[src/rtl/rom_load_pkg.sv]
// Shared types for the ROM-download-to-SDRAM write scheduler.
// Optional build macro used by the top: ROM_LOAD_CHECKSUM_EN.
package rom_load_pkg;

  typedef enum logic [1:0] {
    R68K     = 2'd0,
    RTILES   = 2'd1,
    RSPRITES = 2'd2
  } region_t;

  typedef struct packed {
    logic [24:0] addr;
    logic [31:0] data;
    logic [3:0]  be;
  } entry_t;

  typedef enum logic [1:0] {
    S_IDLE  = 2'd0,
    S_LOAD  = 2'd1,
    S_FLUSH = 2'd2,
    S_DONE  = 2'd3
  } state_t;

  localparam logic [3:0] BE_LO  = 4'b0011;
  localparam logic [3:0] BE_HI  = 4'b1100;
  localparam logic [3:0] BE_ALL = 4'b1111;

  // A lone 16-bit word lands in the low or high half of its 32-bit SDRAM word.
  function automatic entry_t half_entry(input logic [25:0] addr, input logic [15:0] data);
    entry_t e;
    e.addr = addr[25:1];
    if (addr[0]) begin
      e.data = {data, 16'h0};
      e.be   = BE_HI;
    end else begin
      e.data = {16'h0, data};
      e.be   = BE_LO;
    end
    return e;
  endfunction

endpackage

[src/rtl/rom_load_fifo.sv]
// Small synchronous FIFO of SDRAM write entries; head is visible the cycle
// after the push edge. A push while full is ignored unless a pop frees a slot.
module rom_load_fifo
  import rom_load_pkg::*;
#(
  parameter int DEPTH = 4
) (
  input  logic                   clk_i,
  input  logic                   rst_n_i,
  input  logic                   push_i,
  input  entry_t                 din_i,
  input  logic                   pop_i,
  output entry_t                 dout_o,
  output logic [$clog2(DEPTH):0] count_o,
  output logic                   full_o,
  output logic                   empty_o
);
  localparam int AW = $clog2(DEPTH);
  localparam logic [AW:0] FULL_CNT = (AW+1)'(DEPTH);

  entry_t        mem_q [DEPTH];
  logic [AW-1:0] wptr_q, rptr_q;
  logic [AW:0]   count_q;
  logic          do_push, do_pop;

  assign full_o  = (count_q == FULL_CNT);
  assign empty_o = (count_q == '0);
  assign do_pop  = pop_i && !empty_o;
  assign do_push = push_i && (!full_o || do_pop);
  assign dout_o  = mem_q[rptr_q];
  assign count_o = count_q;

  // Pointer and occupancy bookkeeping.
  always_ff @(posedge clk_i) begin
    if (!rst_n_i) begin
      wptr_q  <= '0;
      rptr_q  <= '0;
      count_q <= '0;
    end else begin
      if (do_push) wptr_q <= wptr_q + 1'b1;
      if (do_pop)  rptr_q <= rptr_q + 1'b1;
      case ({do_push, do_pop})
        2'b10:   count_q <= count_q + 1'b1;
        2'b01:   count_q <= count_q - 1'b1;
        default: count_q <= count_q;
      endcase
    end
  end

  // Entry storage; contents need no reset since occupancy qualifies them.
  always_ff @(posedge clk_i) begin
    if (do_push) mem_q[wptr_q] <= din_i;
  end

endmodule

[src/rtl/rom_load_sdram_sched.sv]
// ROM download write scheduler: packs tile/sprite word pairs, queues 32-bit
// SDRAM writes, throttles the HPS via ioctl_wait and reports completion.
// Optional macro ROM_LOAD_CHECKSUM_EN enables the running 16-bit checksum.
module rom_load_sdram_sched
  import rom_load_pkg::*;
#(
  parameter int DEPTH       = 4,
  parameter int WAIT_MARGIN = 2
) (
  input  logic        clk_sys,
  input  logic        reset,
  input  logic        load_en,
  input  logic        wr_68k,
  input  logic        wr_tiles,
  input  logic        wr_sprites,
  input  logic [25:0] wr_addr,
  input  logic [15:0] wr_data,
  output logic        ioctl_wait,
  output logic        sdr_req,
  input  logic        sdr_ack,
  output logic [24:0] sdr_addr,
  output logic [31:0] sdr_data,
  output logic [3:0]  sdr_be,
  output logic        load_done,
  output logic        err,
  output logic [15:0] checksum
);
  localparam int CW = $clog2(DEPTH) + 1;
  localparam logic [CW:0] WAIT_TH = (CW+1)'(DEPTH - WAIT_MARGIN);

  state_t        state_q, state_d;
  logic          in_load, flush_pack;
  logic          sel_68k, sel_tile, sel_spr, collide;
  region_t       word_reg;
  logic          pack_vld_q, pack_vld_d;
  logic [25:0]   pack_addr_q, pack_addr_d;
  logic [15:0]   pack_data_q, pack_data_d;
  region_t       pack_reg_q, pack_reg_d;
  logic          flush_vld, new_vld;
  entry_t        flush_ent, new_ent;
  logic          skid_vld_q, skid_vld_d;
  entry_t        skid_q, skid_d;
  logic          push_vld, push_ok, drop3, overflow, pop;
  entry_t        push_ent, head;
  logic [CW-1:0] fifo_cnt;
  logic          fifo_full, fifo_empty;
  logic [CW:0]   occ_d;
  logic          req_q, req_d, err_q, err_d, wait_q, wait_d;

  // FSM state register.
  always_ff @(posedge clk_sys) begin
    if (!reset) state_q <= S_IDLE;
    else        state_q <= state_d;
  end

  // FSM next state: done only once nothing is held, queued or in flight.
  always_comb begin
    state_d = state_q;
    case (state_q)
      S_IDLE:  if (load_en) state_d = S_LOAD;
      S_LOAD:  if (!load_en) state_d = S_FLUSH;
      S_FLUSH: if (load_en) state_d = S_LOAD;
               else if (!pack_vld_q && !skid_vld_q && fifo_empty && !req_q) state_d = S_DONE;
      S_DONE:  if (load_en) state_d = S_LOAD;
      default: state_d = S_IDLE;
    endcase
  end

  // FSM outputs.
  always_comb begin
    in_load    = 1'b0;
    flush_pack = 1'b0;
    load_done  = 1'b0;
    case (state_q)
      S_LOAD:  in_load    = 1'b1;
      S_FLUSH: flush_pack = 1'b1;
      S_DONE:  load_done  = 1'b1;
      default: ;
    endcase
  end

  // Strobe arbitration: 68k beats tiles beats sprites; losers only flag err.
  always_comb begin
    sel_68k  = in_load && wr_68k;
    sel_tile = in_load && !wr_68k && wr_tiles;
    sel_spr  = in_load && !wr_68k && !wr_tiles && wr_sprites;
    collide  = in_load && ((wr_68k && (wr_tiles || wr_sprites)) || (wr_tiles && wr_sprites));
    word_reg = sel_tile ? RTILES : RSPRITES;
  end

  // Pack register update and generation of flush/new candidate entries.
  always_comb begin
    pack_vld_d  = pack_vld_q;
    pack_addr_d = pack_addr_q;
    pack_data_d = pack_data_q;
    pack_reg_d  = pack_reg_q;
    flush_vld   = 1'b0;
    flush_ent   = half_entry(pack_addr_q, pack_data_q);
    new_vld     = 1'b0;
    new_ent     = half_entry(wr_addr, wr_data);
    if (sel_68k) begin
      new_vld = 1'b1;
    end else if (sel_tile || sel_spr) begin
      if (!wr_addr[0]) begin
        flush_vld   = pack_vld_q;
        pack_vld_d  = 1'b1;
        pack_addr_d = wr_addr;
        pack_data_d = wr_data;
        pack_reg_d  = word_reg;
      end else begin
        pack_vld_d = 1'b0;
        new_vld    = 1'b1;
        // Held word is always even, so matching upper bits means addr-1.
        if (pack_vld_q && pack_reg_q == word_reg && pack_addr_q[25:1] == wr_addr[25:1]) begin
          new_ent.data = {wr_data, pack_data_q};
          new_ent.be   = BE_ALL;
        end else begin
          flush_vld = pack_vld_q;
        end
      end
    end else if (flush_pack) begin
      flush_vld  = pack_vld_q;
      pack_vld_d = 1'b0;
    end
  end

  // Ordering: skid (oldest) then flush then new; one goes to the FIFO, the
  // next waits in the skid register.
  always_comb begin
    push_vld   = 1'b0;
    push_ent   = new_ent;
    skid_vld_d = 1'b0;
    skid_d     = skid_q;
    drop3      = 1'b0;
    if (skid_vld_q) begin
      push_vld = 1'b1;
      push_ent = skid_q;
      if (flush_vld) begin
        skid_vld_d = 1'b1;
        skid_d     = flush_ent;
        drop3      = new_vld;
      end else if (new_vld) begin
        skid_vld_d = 1'b1;
        skid_d     = new_ent;
      end
    end else if (flush_vld) begin
      push_vld = 1'b1;
      push_ent = flush_ent;
      if (new_vld) begin
        skid_vld_d = 1'b1;
        skid_d     = new_ent;
      end
    end else if (new_vld) begin
      push_vld = 1'b1;
    end
  end

  rom_load_fifo #(.DEPTH(DEPTH)) u_fifo (
    .clk_i   (clk_sys),
    .rst_n_i (reset),
    .push_i  (push_vld),
    .din_i   (push_ent),
    .pop_i   (pop),
    .dout_o  (head),
    .count_o (fifo_cnt),
    .full_o  (fifo_full),
    .empty_o (fifo_empty)
  );

  // Handshake, error and back-pressure next-state logic.
  always_comb begin
    pop      = req_q && sdr_ack;
    push_ok  = push_vld && (!fifo_full || pop);
    overflow = push_vld && fifo_full && !pop;
    req_d    = req_q;
    if (pop)                         req_d = 1'b0;
    else if (!req_q && !fifo_empty)  req_d = 1'b1;
    err_d  = err_q || collide || overflow || drop3;
    occ_d  = {1'b0, fifo_cnt} + (CW+1)'(push_ok) - (CW+1)'(pop) + (CW+1)'(skid_vld_d);
    wait_d = load_en && (occ_d >= WAIT_TH);
  end

  // Control registers.
  always_ff @(posedge clk_sys) begin
    if (!reset) begin
      pack_vld_q <= 1'b0;
      skid_vld_q <= 1'b0;
      req_q      <= 1'b0;
      err_q      <= 1'b0;
      wait_q     <= 1'b0;
    end else begin
      pack_vld_q <= pack_vld_d;
      skid_vld_q <= skid_vld_d;
      req_q      <= req_d;
      err_q      <= err_d;
      wait_q     <= wait_d;
    end
  end

  // Data registers, qualified by their valid flags.
  always_ff @(posedge clk_sys) begin
    pack_addr_q <= pack_addr_d;
    pack_data_q <= pack_data_d;
    pack_reg_q  <= pack_reg_d;
    skid_q      <= skid_d;
  end

  assign sdr_req    = req_q;
  assign sdr_addr   = req_q ? head.addr : '0;
  assign sdr_data   = req_q ? head.data : '0;
  assign sdr_be     = req_q ? head.be   : '0;
  assign ioctl_wait = wait_q;
  assign err        = err_q;

`ifdef ROM_LOAD_CHECKSUM_EN
  logic [15:0] csum_q, csum_d;

  // Running sum of accepted words; restarts when a new download begins.
  always_comb begin
    csum_d = csum_q;
    if ((state_q == S_IDLE || state_q == S_DONE) && load_en) csum_d = '0;
    else if (sel_68k || sel_tile || sel_spr)                  csum_d = csum_q + wr_data;
  end

  // Checksum register.
  always_ff @(posedge clk_sys) begin
    if (!reset) csum_q <= '0;
    else        csum_q <= csum_d;
  end

  assign checksum = csum_q;
`else
  assign checksum = 16'h0;
`endif

endmodule

[config.mk]
export PLATFORM = sky130hd
export DESIGN_NAME = rom_load_sdram_sched
export DESIGN_NICKNAME = d
export VERILOG_FILES = /design/src/rtl/rom_load_pkg.sv /design/src/rtl/rom_load_fifo.sv /design/src/rtl/rom_load_sdram_sched.sv
export SDC_FILE = /design/constraint.sdc
export NUM_CORES = 1
export LEC_CHECK = 0
export ABC_AREA = 1
export CAP_MARGIN = 30
export CORE_ASPECT_RATIO = 0.8
export CORE_MARGIN = 5
export CORE_UTILIZATION = 35
export CTS_BUF_LIST = sky130_fd_sc_hd__clkbuf_8 sky130_fd_sc_hd__clkbuf_16
export CTS_CLUSTER_SIZE = 8
export DETAILED_ROUTE_END_ITERATION = 12
export SYNTH_ARGS = -nofsm -noshare
export SYNTH_HDL_FRONTEND = slang
export SYNTH_SLANG_ARGS = --single-unit
[constraint.sdc]
create_clock -name clk_sys -period 12.1 [get_ports clk_sys]
set_clock_uncertainty 0.1 [all_clocks]
set_input_delay 1.815 -clock clk_sys [delete_from_list [all_inputs] [get_ports clk_sys]]
set_output_delay 1.815 -clock clk_sys [all_outputs]
set_load 0.005 [all_outputs]
==> flow_summary.ini <==
[synth]
synth_edf_count = 348
async_reset_ff_share_pct = 0
synth-main-ff-cell = edfxtp_1
synthDistinctLibCells = 36
synth-seq-area-share_pct = 62.4
postSynthAreaPerCell_um2 = 9.37
syn_area_um2 = 17300
yosysWarnings = 0
synth_largest_area_cell = edfxtp_1
postSynthCellCount = 1842
synth_top_area_share_pct = 60.6
synth.area.top_cells = edfxtp_1 61%, nand2_1 9.7%, nor2_1 7.3%, o21ai_0 5.4%, inv_1 2.8%
ys_seq_elements = 364

[die]
die_area_um2 = 53900
initial_core_util_pct = 35.5
io_pins = 130
rows = 72
fp.dieW_um = 258
core_region_area_um2 = 48600
dieHeight_um = 209

[clock_tree]
cts-root-buf = clkbuf_16
htreeDepth = 2
ctsResizeCount = 0
ctsHoldBuffers = 0
clk_path_buf_depth = 3
cts.clk_slew.worst_paths_ns = 0.06
cts_tree = done
worstSkewPairLatency_ns = 0.55
cts_buffers = 51
postCtsSetupRepairBufs = 0
clock_sinks = 364

[drt]
viasPerCell = 4.95
antenna_left = 0
post_drt_wl_per_cell_um = 17.4
first_iter_violations = 1149
vias = 12700
postRouteWirelength_um = 44600
drc_errors = 0
first_pass_iters = 5

[critical_path]
path_class = in2reg
slowest_stage = nor2_2
critPathMaxStageDelay_ns = 0.67
cp-start-kind = input port
crit_chain = clkdlybuf4s50_1 -> buf_4 -> inv_2 -> nor2_2 -> nand3_4 -> nand2_4 -> inv_2 -> nand2_1 -> nand2_1 -> fa_1 -> inv_1 -> fa_1 -> xor2_1 -> nand3_1 -> o211ai_1 -> inv_1
cp_max_fo = 43
cp-end-kind = register
cp_data_arrival_time_ns = 6.30
crit_required_ns = 12.44

[power]
p_per_area_nw_per_um2 = 185
leakagePower_nw = 7.87
vdd_ir_drop_max_mv = 0.105

[layout]
area_growth_pct = 17.2
final_common_cell = nand2_1
drive_above_1_share_pct = 6.29
fin_nets = 1987
final_util_pct = 41.6
final_cell_mix = 446 x nand2_1, 348 x edfxtp_1, 329 x nor2_1, 185 x o21ai_0, 138 x inv_1
diodes = 0

[timing]
period_needed_ns = 5.96
clock.fmax_mhz = 168
rsz0062_at_grt = no
slew_headroom_pct = 38.8
min_period_over_period_pct = 49.2
hold_viol_final = 0
setup_viol = 0
finalSetupTns_ns = 0
worst_pin_slew_ns = 0.918
final_max_slew_viol_count = 0

[global_routing]
antenna_found_initial = 0
grt_pass1_wl_um = 69800
grt_pass1_vias = 12200
track_usage_pct = 16.2
overflow = 0
grt_max_degree = 81

[worst_hold_path]
hp-class = reg2reg

[placed_design]
dp_hpwl_um = 27300
io_buffers = 113
gp_congestion = 0.812

[job]
max-cap-violations = 0

[outcome]
status = complete, no violations
synthesized netlist by cell type, types with 2 or more instances:
cell type	count
a21oi_1	85
dfxtp_1	16
inv_1	127
nor2_1	334
buf_1	7
nand3_2	2
clkinv_1	3
o21ai_0	185
a21oi_2	5
o21ai_1	33
buf_6	8
nand2_2	2
nand3_1	70
buf_2	13
inv_2	23
nor2_2	3
clkbuf_1	65
o22ai_1	2
o211ai_1	18
edfxtp_1	348
buf_4	22
ha_1	9
fa_1	3
nand2_1	447
worst max-delay path: cells and delay by family:
family                   cells  cell delay [ns]
AO/OA/AOI/OAI                1             0.18
XOR/XNOR                     1             0.13
adder cells (fa/ha/maj)      2             0.64
AND/OR/NAND/NOR              6             1.85
buffers and inverters        6             1.62
cell type report:
cell class,instances,area [um^2]
inverters,154,581
repair buffers,131,1280
clock inverters,13,48.8
multi-input cells,1224,5420
well taps,629,787
clock buffers,53,1330
fillers,4604,28300
flip-flops and latches,364,10800
final timing paths:
| check | from | end | slack (ns) | depth (start not counted) |
|---|---|---|---|---|
| worst max-delay path | wr_addr[0] | ioctl_wait | 6.14 | 16 |
| worst min-delay path | u_fifo.rptr_q[1] | register | 0.36 | 2 |
| worst max register to register | state_q[1] | ioctl_wait | 7.53 | 18 |
| worst min register to register | u_fifo.rptr_q[1] | register | 0.36 | 2 |
power breakdown:
part / internal, W / total, W / switching, W
registers: 0.00157 / 0.00161 / 0.0000460
logic: 0.000314 / 0.000879 / 0.000565
clock network: 0.000762 / 0.00124 / 0.000481
stage by stage:
step | hold slack (ns) | std cells | total power (W) | cell area [um^2] | setup WS [ns]
after floorplan | 0.336 | 1857 | 0.00215 | 17300 | 6.36
after global placement | 0.353 | 2501 | 0.00249 | 18800 | 5.66
after detailed placement | 0.352 | 2502 | 0.00252 | 18800 | 5.62
after CTS | 0.362 | 2568 | 0.00377 | 20200 | 6.20
after global routing | 0.405 | 2568 | 0.00393 | 20200 | 5.86
final | 0.363 | 2568 | 0.00373 | 20200 | 6.14
metal layers:
metal	global-route usage (%)	vias up	share of wire (%)
li1	-	6244	-
met1	23.6	6013	47
met2	25.3	381	45
met3	3.02	66	6.7
met4	3.81	0	1.9
met5	0	-	0
logic make-up (layout without fill, tap and decap cells):
family | after synthesis | in the layout | synth area share (%)
and+or+nand+nor | 862 | 862 | 19.6
DFF | 364 | 364 | 62.4
AOI/OAI and AO/OA | 332 | 332 | 10.1
buffers and inverters | 269 | 351 | 6.78
adders and majority gates | 12 | 12 | 1.00
other | 1 | 16 | 0.0217
xor gates and xnor gates | 1 | 1 | 0.0508
muxes | 1 | 1 | 0.0580
registers in the layout, summed over array words and instances (netlist names), named ones only:
name	flops
u_fifo.mem_q	244
pack_addr_q	25
ioctl_wait	1
u_fifo.count_o	3
state_q	2
pack_data_q	16
u_fifo.rptr_q	2
pack_vld_q	1
sdr_req	1
skid_q	61
err	1
u_fifo.wptr_q	2
skid_vld_q	1
pack_reg_q	2
(Power assumes the default switching activity.)
